`src/rtl/tsensor_reader.sv`:
```
// tsensor_reader: pulses the sensor enable, waits for the sensor's one-cycle
// valid, accumulates 1/2/4/8 readings and hands back their truncated mean
// over a valid/ready port. Sets a sticky error when the sensor stays silent.
module tsensor_reader #(
    parameter int EN_CYCLES = 4,
    parameter int TIMEOUT   = 1023
) (
    input  logic        clk,
    input  logic        rstn,
    input  logic        i_start,
    input  logic [1:0]  i_avg_log2,
    input  logic [15:0] i_period,
    input  logic        i_clr_err,
    output logic        o_sen_en,
    input  logic        i_sen_valid,
    input  logic [15:0] i_sen_data,
    output logic        o_busy,
    output logic        o_valid,
    input  logic        i_ready,
    output logic [15:0] o_data,
    output logic        o_timeout
);

    // One shared cycle counter serves ARM, WAIT and GAP. It must be wide
    // enough for the enable width, the timeout and the 16-bit gap.
    localparam int TW = $clog2(TIMEOUT + 1);
    localparam int EW = $clog2(EN_CYCLES + 1);
    localparam int MW = (TW > EW) ? TW : EW;
    localparam int CW = (MW > 16) ? MW : 16;

    typedef enum logic [2:0] {IDLE, ARM, WAIT, GAP, OUT} state_t;

    state_t        state, state_nxt;
    logic [CW-1:0] cnt;
    logic [1:0]    log2_q;
    logic [15:0]   period_q;
    logic [18:0]   acc;
    logic [3:0]    smp_cnt;
    logic [3:0]    smp_last;
    logic [18:0]   acc_sum;
    logic          smp_final;
    logic          to_hit;

    assign smp_last  = (4'd1 << log2_q) - 4'd1;
    assign acc_sum   = acc + {3'b000, i_sen_data};
    assign smp_final = (smp_cnt == smp_last);
    assign to_hit    = (cnt == CW'(TIMEOUT - 1));

    assign o_busy  = (state != IDLE);
    assign o_valid = (state == OUT);

    // State register.
    always_ff @(posedge clk or negedge rstn) begin
        if (!rstn) state <= IDLE;
        else       state <= state_nxt;
    end

    // Next-state decode. A valid on the last timeout cycle still counts.
    always_comb begin
        state_nxt = state;
        case (state)
            IDLE: if (i_start) state_nxt = ARM;
            ARM:  if (cnt == CW'(EN_CYCLES - 1)) state_nxt = WAIT;
            WAIT: begin
                if (i_sen_valid) state_nxt = smp_final ? OUT : GAP;
                else if (to_hit) state_nxt = IDLE;
            end
            GAP:  if (cnt == CW'(period_q)) state_nxt = ARM;
            OUT:  if (i_ready) state_nxt = IDLE;
            default: state_nxt = IDLE;
        endcase
    end

    // Sensor enable is registered and follows the ARM state exactly.
    always_ff @(posedge clk or negedge rstn) begin
        if (!rstn) o_sen_en <= 1'b0;
        else       o_sen_en <= (state_nxt == ARM);
    end

    // Cycle counter restarts at zero on every state change.
    always_ff @(posedge clk or negedge rstn) begin
        if (!rstn)                             cnt <= '0;
        else if (state_nxt != state)           cnt <= '0;
        else if (state inside {ARM, WAIT, GAP}) cnt <= cnt + 1'b1;
    end

    // Run configuration latch, accumulation and result capture.
    always_ff @(posedge clk or negedge rstn) begin
        if (!rstn) begin
            log2_q   <= '0;
            period_q <= '0;
            acc      <= '0;
            smp_cnt  <= '0;
            o_data   <= '0;
        end else if (state == IDLE && i_start) begin
            log2_q   <= i_avg_log2;
            period_q <= i_period;
            acc      <= '0;
            smp_cnt  <= '0;
        end else if (state == WAIT && i_sen_valid) begin
            acc     <= acc_sum;
            smp_cnt <= smp_cnt + 4'd1;
            if (smp_final) o_data <= 16'(acc_sum >> log2_q);
        end
    end

    // Sticky timeout flag; a set in the same cycle as a clear wins.
    always_ff @(posedge clk or negedge rstn) begin
        if (!rstn)                                      o_timeout <= 1'b0;
        else if (state == WAIT && !i_sen_valid && to_hit) o_timeout <= 1'b1;
        else if (i_clr_err)                             o_timeout <= 1'b0;
    end

endmodule

```
`config.mk`:
```
export PLATFORM = sky130hd
export DESIGN_NAME = tsensor_reader
export DESIGN_NICKNAME = d
export VERILOG_FILES = /design/src/rtl/tsensor_reader.sv
export SDC_FILE = /design/constraint.sdc
export NUM_CORES = 1
export LEC_CHECK = 0
export ABC_AREA = 1
export ABC_CLOCK_PERIOD_IN_PS = 2400
export BUFFER_PORTS_ARGS = -buffer_cell sky130_fd_sc_hd__clkbuf_2
export CORE_AREA = 2 2 128 130
export CTS_CLUSTER_DIAMETER = 200
export CTS_CLUSTER_SIZE = 14
export DETAILED_ROUTE_END_ITERATION = 10
export DIE_AREA = 0 0 130 132
export MAX_ROUTING_LAYER = met4
export SLEW_MARGIN = 40
export SYNTH_ARGS = -nofsm -noshare
export SYNTH_HDL_FRONTEND = slang
export SYNTH_SLANG_ARGS = --single-unit
```
`constraint.sdc`:
```
create_clock -name clk -period 2.4 [get_ports clk]
set_input_delay 0.48 -clock clk [delete_from_list [all_inputs] [get_ports clk]]
set_output_delay 0.48 -clock clk [all_outputs]
set_load 0.01 [all_outputs]
```
* Word level (Yosys, flattened, before mapping)
Index checks and enable logic that the tools add are counted.
** Storage, ports and cells
- Flip-flop bits (word level) :: 78
- Input bits :: 40
** Operators by class
- Add/subtract/negate cells :: 4
- Equal/unequal tests :: 10
- Shift-type cells :: 2
- Muxes and demuxes :: 16
- Bitwise gates (word level) :: 1
- Reduce and logical (&&, ||, !) cells :: 12
** Operators with widths (number)
- 19-bit two-way mux :: 2
- 16-bit two-way mux :: 2
- 3-bit two-way mux :: 7
- 19-bit by 16-bit adder with 19-bit output :: 1
- 19-bit by 2-bit right shift with 16-bit output :: 1
- 16-bit by 1-bit adder with 16-bit output (second input constant) :: 1
- 16-bit by 10-bit == test with 1-bit output (second input constant) :: 1
- 16-bit == test :: 1
- 16-bit by 2-bit == test with 1-bit output (second input constant) :: 1
- 3-bit one-hot mux with 5 select lines :: 1
- 4-bit two-way mux :: 2
- 3-bit by 1-bit == test with 1-bit output (second input constant) :: 2
- 3-bit by 2-bit == test with 1-bit output (second input constant) :: 2
- 2-bit nonzero test :: 3
- 3-bit nonzero test :: 2
- 4-bit by 1-bit adder with 4-bit output (second input constant) :: 1
- 4-bit == test :: 1
- 1-bit logical AND :: 4
- 1-bit by 2-bit << shifter with 4-bit output (first input constant) :: 1
- 4-bit by 1-bit subtractor with 4-bit output (second input constant) :: 1
- 3-bit == test (second input constant) :: 1
- 3-bit zero test :: 1
- 3-bit != test :: 1
- 3-bit AND reduction :: 1
- 3 further kinds :: 4

* Depth between registers and ports, before layout
Gate-level depths: netlist of the first run.
- Depth after elaboration :: 8
- Gate-level depth with buffers :: 17

* Worst setup path before layout of the first run
No wires, ideal clock.
- Path kind :: input-to-reg
- Start point :: input i_sen_data[0]
- End point :: register o_data[15]
- Data arrival time :: 2058 ps
- Required time :: 2283 ps
- Path slack :: 225 ps
- Stages :: 17
- Cell sequence :: ha_1 -> inv_1 -> fa_1 -> inv_1 -> nand3_1 -> nand2_1 -> nand2_1 -> nand2_1 -> nand2_1 -> nand2_1 -> nand2_1 -> nand2_1 -> nand2_1 -> nand2_1 -> nor2_1 -> nor2_1 -> nor2_1
** Between the ends
- Word-level cells in the longest chain between the ends :: 2
** Ends and longest elaborated chain
- start, declared :: line 16 : input logic [15:0] i_sen_data,
- 19-bit by 16-bit adder with 19-bit output :: line 45 : assign acc_sum = acc + {3'b000, i_sen_data};
- 19-bit by 2-bit right shift with 16-bit output :: line 103 : if (smp_final) o_data <= 16'(acc_sum >> log2_q);
- end signal, assigned :: line 103
- end, declared :: line 20 : output logic [15:0] o_data,
No other way between the ends.
A chain may end at the register's enable or synchronous reset.

* Final worst setup path of the first run
- Start point :: register acc[8]
- End point :: register o_data[10]
** Between the ends
- Word-level cells in the longest chain between the ends :: 2
** Ends and longest elaborated chain
- start, declared :: line 37 : logic [18:0] acc;
- start signal, assigned :: line 101 : acc <= acc_sum;
- 19-bit by 16-bit adder with 19-bit output :: line 45
- 19-bit by 2-bit right shift with 16-bit output :: line 103
No other way between the ends.

==> results of run 1 <==
sequential cells by signal, indices dropped and copies added (netlist names):
signal and cells:
o_data 16, acc 19, period_q 16, log2_q 2, o_sen_en 1, cnt 16
state 3, o_timeout 1, smp_cnt 4
final timing paths:
path / start / to / depth (start not counted)
min: rstn / acc[10] / 1
max reg2reg: acc[8] / o_data[10] / 10
max in group asynchronous: rstn / period_q[8] / 2
max: acc[8] / o_data[10] / 10
min in group clk: i_clr_err / o_timeout / 2
min reg2reg: o_data[10] / o_data[10] / 2
kinds of logic after synthesis:
logic type	share of synthesized area (%)
and+or+nand+nor	35.6
DFF	38.0
AOI/OAI and AO/OA	8.79
buffers and inverters	7.40
adders and majority gates	5.01
xor gates and xnor gates	5.28
routing by layer:
metal | wire (um) | vias up | GRT usage [%]
met4 | 372 | 0 | 6.33
met5 | 0 | - | -
met2 | 6210 | 107 | 27.2
li1 | - | 2460 | -
met1 | 6060 | 2106 | 21.2
met3 | 538 | 24 | 3.21
area by class of cell:
| class | instances | area (um^2) | share of cell area [%] |
|---|---|---|---|
| inverters | 74 | 278 | 4.58 |
| clock inverters | 5 | 83.8 | 1.38 |
| repair buffers | 76 | 438 | 7.21 |
| well taps | 216 | 270 | 4.45 |
| clock buffers | 11 | 233 | 3.83 |
| multi-input cells | 549 | 2820 | 46.4 |
| flip-flops and latches | 78 | 1950 | 32.2 |
cells in the mapped netlist, types with 3 or more instances:
cell type / instances / area [um^2]
a21oi_1: 20 / 100
a22o_1: 3 / 26.3
a32o_1: 7 / 70.1
buf_2: 5 / 25.0
clkbuf_1: 8 / 30.0
dfrtp_1: 78 / 1950
ha_1: 19 / 238
inv_1: 69 / 259
inv_2: 5 / 18.8
nand2_1: 239 / 897
nand3_1: 65 / 325
nand3b_1: 4 / 30.0
nand4_1: 11 / 68.8
nor2_1: 77 / 289
nor2_4: 5 / 56.3
nor3_1: 10 / 50.1
o21ai_0: 28 / 140
xnor2_1: 5 / 43.8
xor2_1: 26 / 228
stage by stage:
| step | setup slack (ns) | cells |
|---|---|---|
| after global routing | 0.00648 | 1009 |
| after CTS | 0.218 | 1009 |
| final | 0.271 | 1009 |
| after detailed placement | 0.000706 | 993 |
| after global placement | 0.0270 | 993 |
| after floorplan | 0.225 | 721 |
power by group through the flow:
stage	registers (uW)	logic, uW	clock network (uW)
3_3_place_gp	2190	3420	0
4_1_cts	2170	3470	1520
2_1_floorplan	2130	2510	0
6_report	2170	3450	1480
5_1_grt	2240	3960	1570
3_5_place_dp	2200	3450	0
==> impl_metrics.json, run 1 <==
{
  "worstPathCellList": "ha_1, nand2_1, nor2_1, inv_1, nor3_1, o21ai_0, nand3_1, nand3_1, nand3_1, nand2_1",
  "ys_seq_area_share_pct": 38.0,
  "core_um2": 15700,
  "power_density_nw_per_um2": 1170,
  "rrSetupSlack_ns": 0.27,
  "grt_start_max_net_pins": 44,
  "final_nets": 848,
  "cts_sinks": 78,
  "tightest_slew_ns": 0.523,
  "cp_common_cell": "nand3_1",
  "fill_cells": 1640,
  "dieArea_um2": 17200,
  "cts_tree": "built",
  "ys_warn_count": 0,
  "gp_congestion": 0.894,
  "post-route-period-util_pct": 88.7,
  "pwr-share-seq_pct": 30.6,
  "synth-async-reset-ratio_pct": 100,
  "finalSetupTns_ns": 0,
  "crit_path_max_fanout": 5,
  "cts_setup_buffers": 0,
  "n_antenna_cell": 0,
  "cap_violations": 0,
  "grt_pass1_vias": 4622,
  "synthFlopType": "dfrtp_1",
  "relSlewSlack_pct": 65.0,
  "drc": 0,
  "first_iter_violations": 264,
  "clockBufferDepth": 2,
  "drt_first_pass_iters": 4,
  "vias_per_cell": 4.66,
  "final_common_cell": "nand2_1",
  "internal-power_uw": 3970,
  "ys_ff_latch": 78,
  "arrival_ns": 2.36,
  "cp_slowest_cell": "dfrtp_1",
  "finalHoldViolations": 0,
  "path_clk_slew_ns": 0.06,
  "power_leakage_uw": 0.00318,
  "io_buffers": 59,
  "crit_path_start_kind": "flop",
  "synth_area_um2": 5140,
  "die_h_um": 132,
  "post_cts_resized": 0,
  "wire_per_inst_um": 13.1,
  "clk_latency_ns": 0.35,
  "end_kind": "flop",
  "drive_gt1_share_pct": 14.5,
  "fmax_mhz": 470,
  "holdWs_ns": 0.0925,
  "finalMaxSlewViolations": 0,
  "ios": 60,
  "period_minus_slack_ns": 2.13,
  "p_switching_uw": 3130,
  "critPathKind": "flop to flop",
  "h-tree-depth": 3,
  "vias": 4697,
  "synth_cell_type_count": 44,
  "overflow": 0,
  "cpPeakStageDelay_ns": 0.41,
  "final_util_pct": 38.6,
  "numCtsBuffers": 9,
  "setup_viol": 0,
  "p_total_uw": 7100,
  "syn_nets": 781,
  "cts_hold_buf": 0,
  "swShare_pct": 44.1,
  "clockPowerShare_pct": 20.9,
  "root_buffer": "clkbuf_16",
  "synth_edf_count": 0,
  "rsz0062_at_grt": "false",
  "grt_usage_pct": 17.0,
  "peakVddDrop_uv": 411,
  "hpwlAfterDp_um": 10300,
  "die_w_um": 130,
  "fin_skew_ns": 0.0100,
  "hp-class": "primary input to asynchronous set/reset pin",
  "required_ns": 2.64,
  "start_util_pct": 32.7,
  "grt_pass1_wl_um": 22500,
  "pwr-share-comb_pct": 48.6,
  "row_count": 46,
  "area_growth_syn_to_layout_pct": 18.1,
  "run_status": "finished clean",
  "ant_nets": 0,
  "layout_common_cells": "nand2_1 (237), dfrtp_1 (78), nor2_1 (77)",
  "crit_family": "simple AND/OR/NAND/NOR gates",
  "avgSynthCellArea_um2": 7.13,
  "design_area_um2": 6070,
  "drt-total-wl_um": 13200,
  "placed_area_um2": 5750,
  "crit_buf_inv": 1,
  "antenna_found_initial": 0,
  "syn_inst": 721
}
(Power assumes the default switching activity.)
==> run 2, diff against run 1 <==
ABC_CLOCK_PERIOD_IN_PS = 2650   (was 2400)
HOLD_SLACK_MARGIN = 0.12   (was default)
clock period = 2.65 ns   (was 2.4 ns; I/O delays follow)
==> run 2 against run 1 <==
Net effect: combinational power fell by 12%; largest power group unchanged; via count about the same; highest routed layer unchanged; first-iteration DRC count shrank 6.1%; core utilization fell by 0.72 points; worst hold slack gained 0.052 ns; power fell by 11%; critical endpoint is now o_data[3].
==> impl_metrics.json, run 2 (same netlist as run 1, synthesis figures left out) <==
{
  "root_buffer": "clkbuf_16",
  "placedCellCount": 980,
  "wire_per_inst_um": 13.4,
  "path_clk_slew_ns": 0.07,
  "vias_per_cell": 4.71,
  "cpPeakStageDelay_ns": 0.44,
  "layout_common_cells": "nand2_1 (239), dfrtp_1 (78), nor2_1 (77)",
  "grt_pass1_wl_um": 22500,
  "io_buffers": 59,
  "first_iter_violations": 248,
  "global_route.usage.met1_pct": 21.5,
  "critPathKind": "flop to flop",
  "ant_nets": 0,
  "hpwlAfterDp_um": 10100,
  "finalHoldViolations": 0,
  "post-route-period-util_pct": 85.4,
  "h-tree-depth": 3,
  "fill_cells": 1704,
  "ios": 60,
  "setup_viol": 0,
  "post_cts_resized": 0,
  "overflow": 0,
  "end_kind": "flop",
  "crit_path_max_fanout": 4,
  "run_status": "finished clean",
  "drc": 0,
  "crit_buf_inv": 2,
  "arrival_ns": 2.48,
  "required_ns": 2.87,
  "grt_usage_pct": 17.0,
  "worstPathCellList": "ha_1, inv_1, fa_1, inv_1, nand3_1, nand2_1, nand2_1, nand2_1, xnor2_1, o21ai_0, o21ai_0, o21ai_0",
  "peakVddDrop_uv": 390,
  "clockBufferDepth": 2,
  "fmax_mhz": 442,
  "numCtsBuffers": 9,
  "final_nets": 835,
  "grt_pass1_vias": 4549,
  "grt_start_max_net_pins": 43,
  "crit_path_start_kind": "flop",
  "finalMaxSlewViolations": 0,
  "fin_skew_ns": 0.0116,
  "period_minus_slack_ns": 2.26,
  "cts_sinks": 78,
  "post_layout_nonfiller_instances": 996,
  "power_leakage_uw": 0.00312,
  "hp-class": "primary input to asynchronous set/reset pin",
  "clk_latency_ns": 0.35,
  "cts_hold_buf": 0,
  "largest_reg_flops": 19,
  "cp_slowest_cell": "fa_1",
  "met2_usage_pct": 27.8,
  "finalSetupTns_ns": 0,
  "gp_congestion": 0.923,
  "met3_usage_pct": 3.45,
  "area_growth_syn_to_layout_pct": 15.9,
  "n_antenna_cell": 0,
  "cts_setup_buffers": 0,
  "cap_violations": 0,
  "final_common_cell": "nand2_1",
  "row_count": 46,
  "start_util_pct": 32.7,
  "drt_first_pass_iters": 5,
  "rsz0062_at_grt": "false",
  "core_um2": 15700,
  "antenna_found_initial": 0,
  "tightest_slew_ns": 0.673,
  "crit_family": "adder cells",
  "vias": 4695,
  "dieArea_um2": 17200,
  "power_density_nw_per_um2": 1060,
  "drt-total-wl_um": 13300,
  "die_h_um": 132,
  "top_register": "acc",
  "cts_tree": "built",
  "grt_busiest_layer": "met2",
  "drive_gt1_share_pct": 12.8,
  "relSlewSlack_pct": 55.1,
  "die_w_um": 130
}
run 2: changes by cell type in the layout (fill, tap and decap cells not counted), moves of 2 or more:
cell        before  now
inv_6            0    3
nand2_2          4    2
nand2_1        237  239
buf_4           17    4
clkinvlp_4       2    0
run 2: worst paths after layout:
| kind | start | end | cells past startpoint | slack (ns) |
|---|---|---|---|---|
| max | acc[0] | o_data[3] | 12 | 0.39 |
| min | rstn | acc[9] | 1 | 0.14 |
| max reg2reg | acc[0] | o_data[3] | 12 | 0.39 |
| min reg2reg | o_data[11] | o_data[11] | 2 | 0.48 |
| max in group asynchronous | rstn | state[2] | 2 | 1.88 |
| min in group clk | i_clr_err | o_timeout | 2 | 0.37 |
run 2: report_power, final:
group / internal, uW / total (uW) / leakage, uW / switching [uW]
sequential: 1620 / 1980 / 0.00101 / 360
combinational: 1080 / 3050 / 0.00196 / 1960
clock: 768 / 1310 / 0.000151 / 539
total: 3470 / 6330 / 0.00312 / 2860
run 2: area by class of cell:
class / count / area [um^2] / area share [%]
multi-input cells: 549 / 2810 / 47.2
well taps: 216 / 270 / 4.54
repair buffers: 63 / 340 / 5.71
clock inverters: 5 / 65.1 / 1.09
flip-flops and latches: 78 / 1950 / 32.8
clock buffers: 11 / 243 / 4.07
inverters: 74 / 278 / 4.66
run 2: worst reg2reg max path: stages, from the launching register on:
cell and delay [ns]:
dfrtp_1 0.34, ha_1 0.18, inv_1 0.08, fa_1 0.44
inv_1 0.08, nand3_1 0.06, nand2_1 0.13, nand2_1 0.06
nand2_1 0.10, xnor2_1 0.23, o21ai_0 0.18, o21ai_0 0.17
o21ai_0 0.09
run 2: metrics by stage:
stage / setup WS, ns / instance area, um^2 / util (%) / hold WS, ns / power (uW)
3_5_place_dp: 0.116 / 5650 / 36.0 / 0.467 / 5040
2_1_floorplan: 0.425 / 5140 / - / 0.234 / 4200
5_1_grt: 0.0813 / 5960 / 37.9 / 0.179 / 6930
4_1_cts: 0.391 / 5960 / 37.9 / 0.160 / 6380
3_3_place_gp: 0.173 / 5650 / 36.0 / 0.465 / 5010
6_report: 0.387 / 5960 / 37.9 / 0.145 / 6330
run 2: per-layer routing:
metal | wire [um] | vias to the layer above
met1 | 6170 | 2148
met4 | 156 | 0
met2 | 6550 | 96
met5 | 0 | -
li1 | - | 2441
met3 | 464 | 10
==> run 3, diff against run 2 <==
ABC_AREA = default   (was 1)
CORE_AREA = 2 2 122 124   (was 2 2 128 130)
DIE_AREA = 0 0 124 126   (was 0 0 130 132)
PLACE_DENSITY = 0.51   (was default)
==> run 3 against run 2 <==
Net effect: global-route usage up 0.48 points; sequential cell count unchanged; sequential share of layout area up 0.77 points; combinational power up 3%; core utilization up 2.7 points; worst hold slack better by 0.0036 ns; critical endpoint is now o_data[10]; die area down 9.0%; area after synthesis down 9.7%; clock skew down 0.0038 ns; design area down 2.3%; cell count down 22%.
==> impl_metrics.json, run 3 <==
{
  "run_status": "finished clean",
  "finalSetupTns_ns": 0,
  "syn_nets": 552,
  "hpwlAfterDp_um": 9510,
  "arrival_ns": 2.79,
  "grt_start_max_net_pins": 45,
  "synth_top_area_share_pct": 42.0,
  "post-route-period-util_pct": 96.5,
  "finalMaxSlewViolations": 0,
  "grt_busiest_layer": "met2",
  "drive_gt1_share_pct": 27.8,
  "area_growth_syn_to_layout_pct": 25.3,
  "cts_sinks": 78,
  "cp_common_cell": "a21oi_1",
  "h-tree-depth": 3,
  "cts_tree": "built",
  "relSlewSlack_pct": 63.0,
  "crit_buf_inv": 0,
  "io_buffers": 59,
  "cap_violations": 0,
  "p_total_uw": 6200,
  "cts_hold_buf": 0,
  "period_minus_slack_ns": 2.56,
  "fmax_mhz": 391,
  "met3_usage_pct": 4.57,
  "final_util_pct": 40.7,
  "avgSynthCellArea_um2": 9.44,
  "critPathKind": "flop to flop",
  "synth_area_um2": 4640,
  "grt_pass1_wl_um": 20600,
  "syn_inst": 492,
  "synth_edf_count": 0,
  "numCtsBuffers": 9,
  "drt_first_pass_iters": 4,
  "wire_per_inst_um": 16.2,
  "die_h_um": 126,
  "antenna_found_initial": 0,
  "synthFlopType": "dfrtp_1",
  "synth_area_leader_cell": "dfrtp_1",
  "holdWs_ns": 0.149,
  "tightest_slew_ns": 0.554,
  "ios": 60,
  "synth_area_leaders": "dfrtp_1 (42%), mux2_2 (5.3%), xnor2_1 (5.3%), ha_1 (5.1%), nor2_1 (4.4%)",
  "power_density_nw_per_um2": 1070,
  "grt_pass1_vias": 4099,
  "cpPeakStageDelay_ns": 0.49,
  "start_util_pct": 32.4,
  "global_route.usage.met1_pct": 22.1,
  "path_clk_slew_ns": 0.06,
  "fill_cells": 1442,
  "crit_path_max_fanout": 4,
  "ys_warn_count": 0,
  "gp_congestion": 0.958,
  "worstPathCellList": "ha_1, a21oi_1, o21ai_0, a21oi_1, nand2_1, xor2_1, mux4_2, mux2_2",
  "final_common_cell": "dfrtp_1",
  "die_w_um": 124,
  "setup_viol": 0,
  "core_um2": 14300,
  "hp-class": "primary input to asynchronous set/reset pin",
  "yosysMostFrequentCell": "dfrtp_1",
  "ys_seq_area_share_pct": 42.0,
  "ant_nets": 0,
  "largest_reg_flops": 19,
  "layout_common_cells": "dfrtp_1 (78), clkbuf_2 (58), nor2_1 (52)",
  "met2_usage_pct": 27.5,
  "grt_usage_pct": 17.5,
  "vias_per_cell": 5.11,
  "final_nets": 644,
  "clockBufferDepth": 2,
  "dieArea_um2": 15600,
  "fin_skew_ns": 0.00780,
  "peakVddDrop_uv": 430,
  "synth_common_cells": "dfrtp_1 (78), nor2_1 (54), nand2_1 (44)",
  "drc": 0,
  "overflow": 0,
  "synth-async-reset-ratio_pct": 100,
  "clk_latency_ns": 0.34,
  "first_iter_violations": 305,
  "finalHoldViolations": 0,
  "power_leakage_uw": 0.00267,
  "root_buffer": "clkbuf_16",
  "required_ns": 2.88,
  "cp_slowest_cell": "mux4_2",
  "ys_ff_latch": 78,
  "row_count": 44,
  "n_antenna_cell": 0,
  "crit_path_start_kind": "flop",
  "drt-total-wl_um": 12500,
  "top_register": "acc",
  "crit_family": "multiplexers",
  "end_kind": "flop",
  "synth_cell_type_count": 51,
  "vias": 3949
}
run 3: logic make-up after synthesis:
logic type | Yosys count | share of synthesized area (%)
compound gates | 114 | 15.7
xor+xnor | 48 | 9.05
fa+ha+maj | 20 | 5.55
buf+inv | 35 | 3.21
flops | 78 | 42.0
mux | 32 | 7.76
simple gates | 165 | 16.8
run 3: through the flow:
step	setup WS (ns)	instances	instance area, um^2
floorplan	0.0595	492	4670
global placement	-0.0932	756	5460
detailed placement	-0.154	756	5460
CTS	0.0844	772	5730
global route	-0.00961	773	5820
finish	0.0914	773	5820
run 3: layout make-up:
type	instances	area [um^2]	area share (%)
timing repair buffer	104	661	11.4
sequential	78	1950	33.5
clock inverter	6	46.3	0.796
multi-input combinational	379	2660	45.6
inverter	12	45.0	0.774
clock buffer	10	229	3.93
tap	184	230	3.96
run 3: what timing repair did:
item,CTS,global route
gates resized for setup,0,15
buffers inserted,0,1
endpoints found under the setup margin,0,9
run 3: layer usage:
metal	up-vias	routed length, um	share of wire (%)
li1	1931	-	-
met3	18	630	5.0
met1	1908	5700	46
met5	-	0	0
met2	92	5930	47
met4	0	248	2.0
run 3: path summary, 6_finish.rpt:
check                              startpoint           end  slack, ns  cells after the start
worst min register to register      o_data[4]     o_data[4]       0.49                      2
worst max-delay path                  acc[10]    o_data[10]       0.09                      8
worst min-delay path                     rstn  period_q[10]       0.15                      1
max in group asynchronous                rstn       acc[17]       1.89                      2
worst max register to register        acc[10]    o_data[10]       0.09                      8
min in group clk                i_avg_log2[1]     log2_q[1]       0.41                      3
run 3: where the power goes:
group | leakage, uW | internal, uW | switching (uW)
Sequential | 0.00102 | 1580 | 318
Combinational | 0.00152 | 1460 | 1670
Clock | 0.000129 | 642 | 534
Total | 0.00267 | 3670 | 2520
run 3: worst reg2reg max path, delay by kind of cell (launching register included):
family | cells | cell delay [ns]
AOI/OAI and AO/OA | 3 | 0.65
xor gates and xnor gates | 1 | 0.21
adders and majority gates | 1 | 0.32
DFF | 1 | 0.39
muxes | 2 | 0.76
and+or+nand+nor | 1 | 0.12
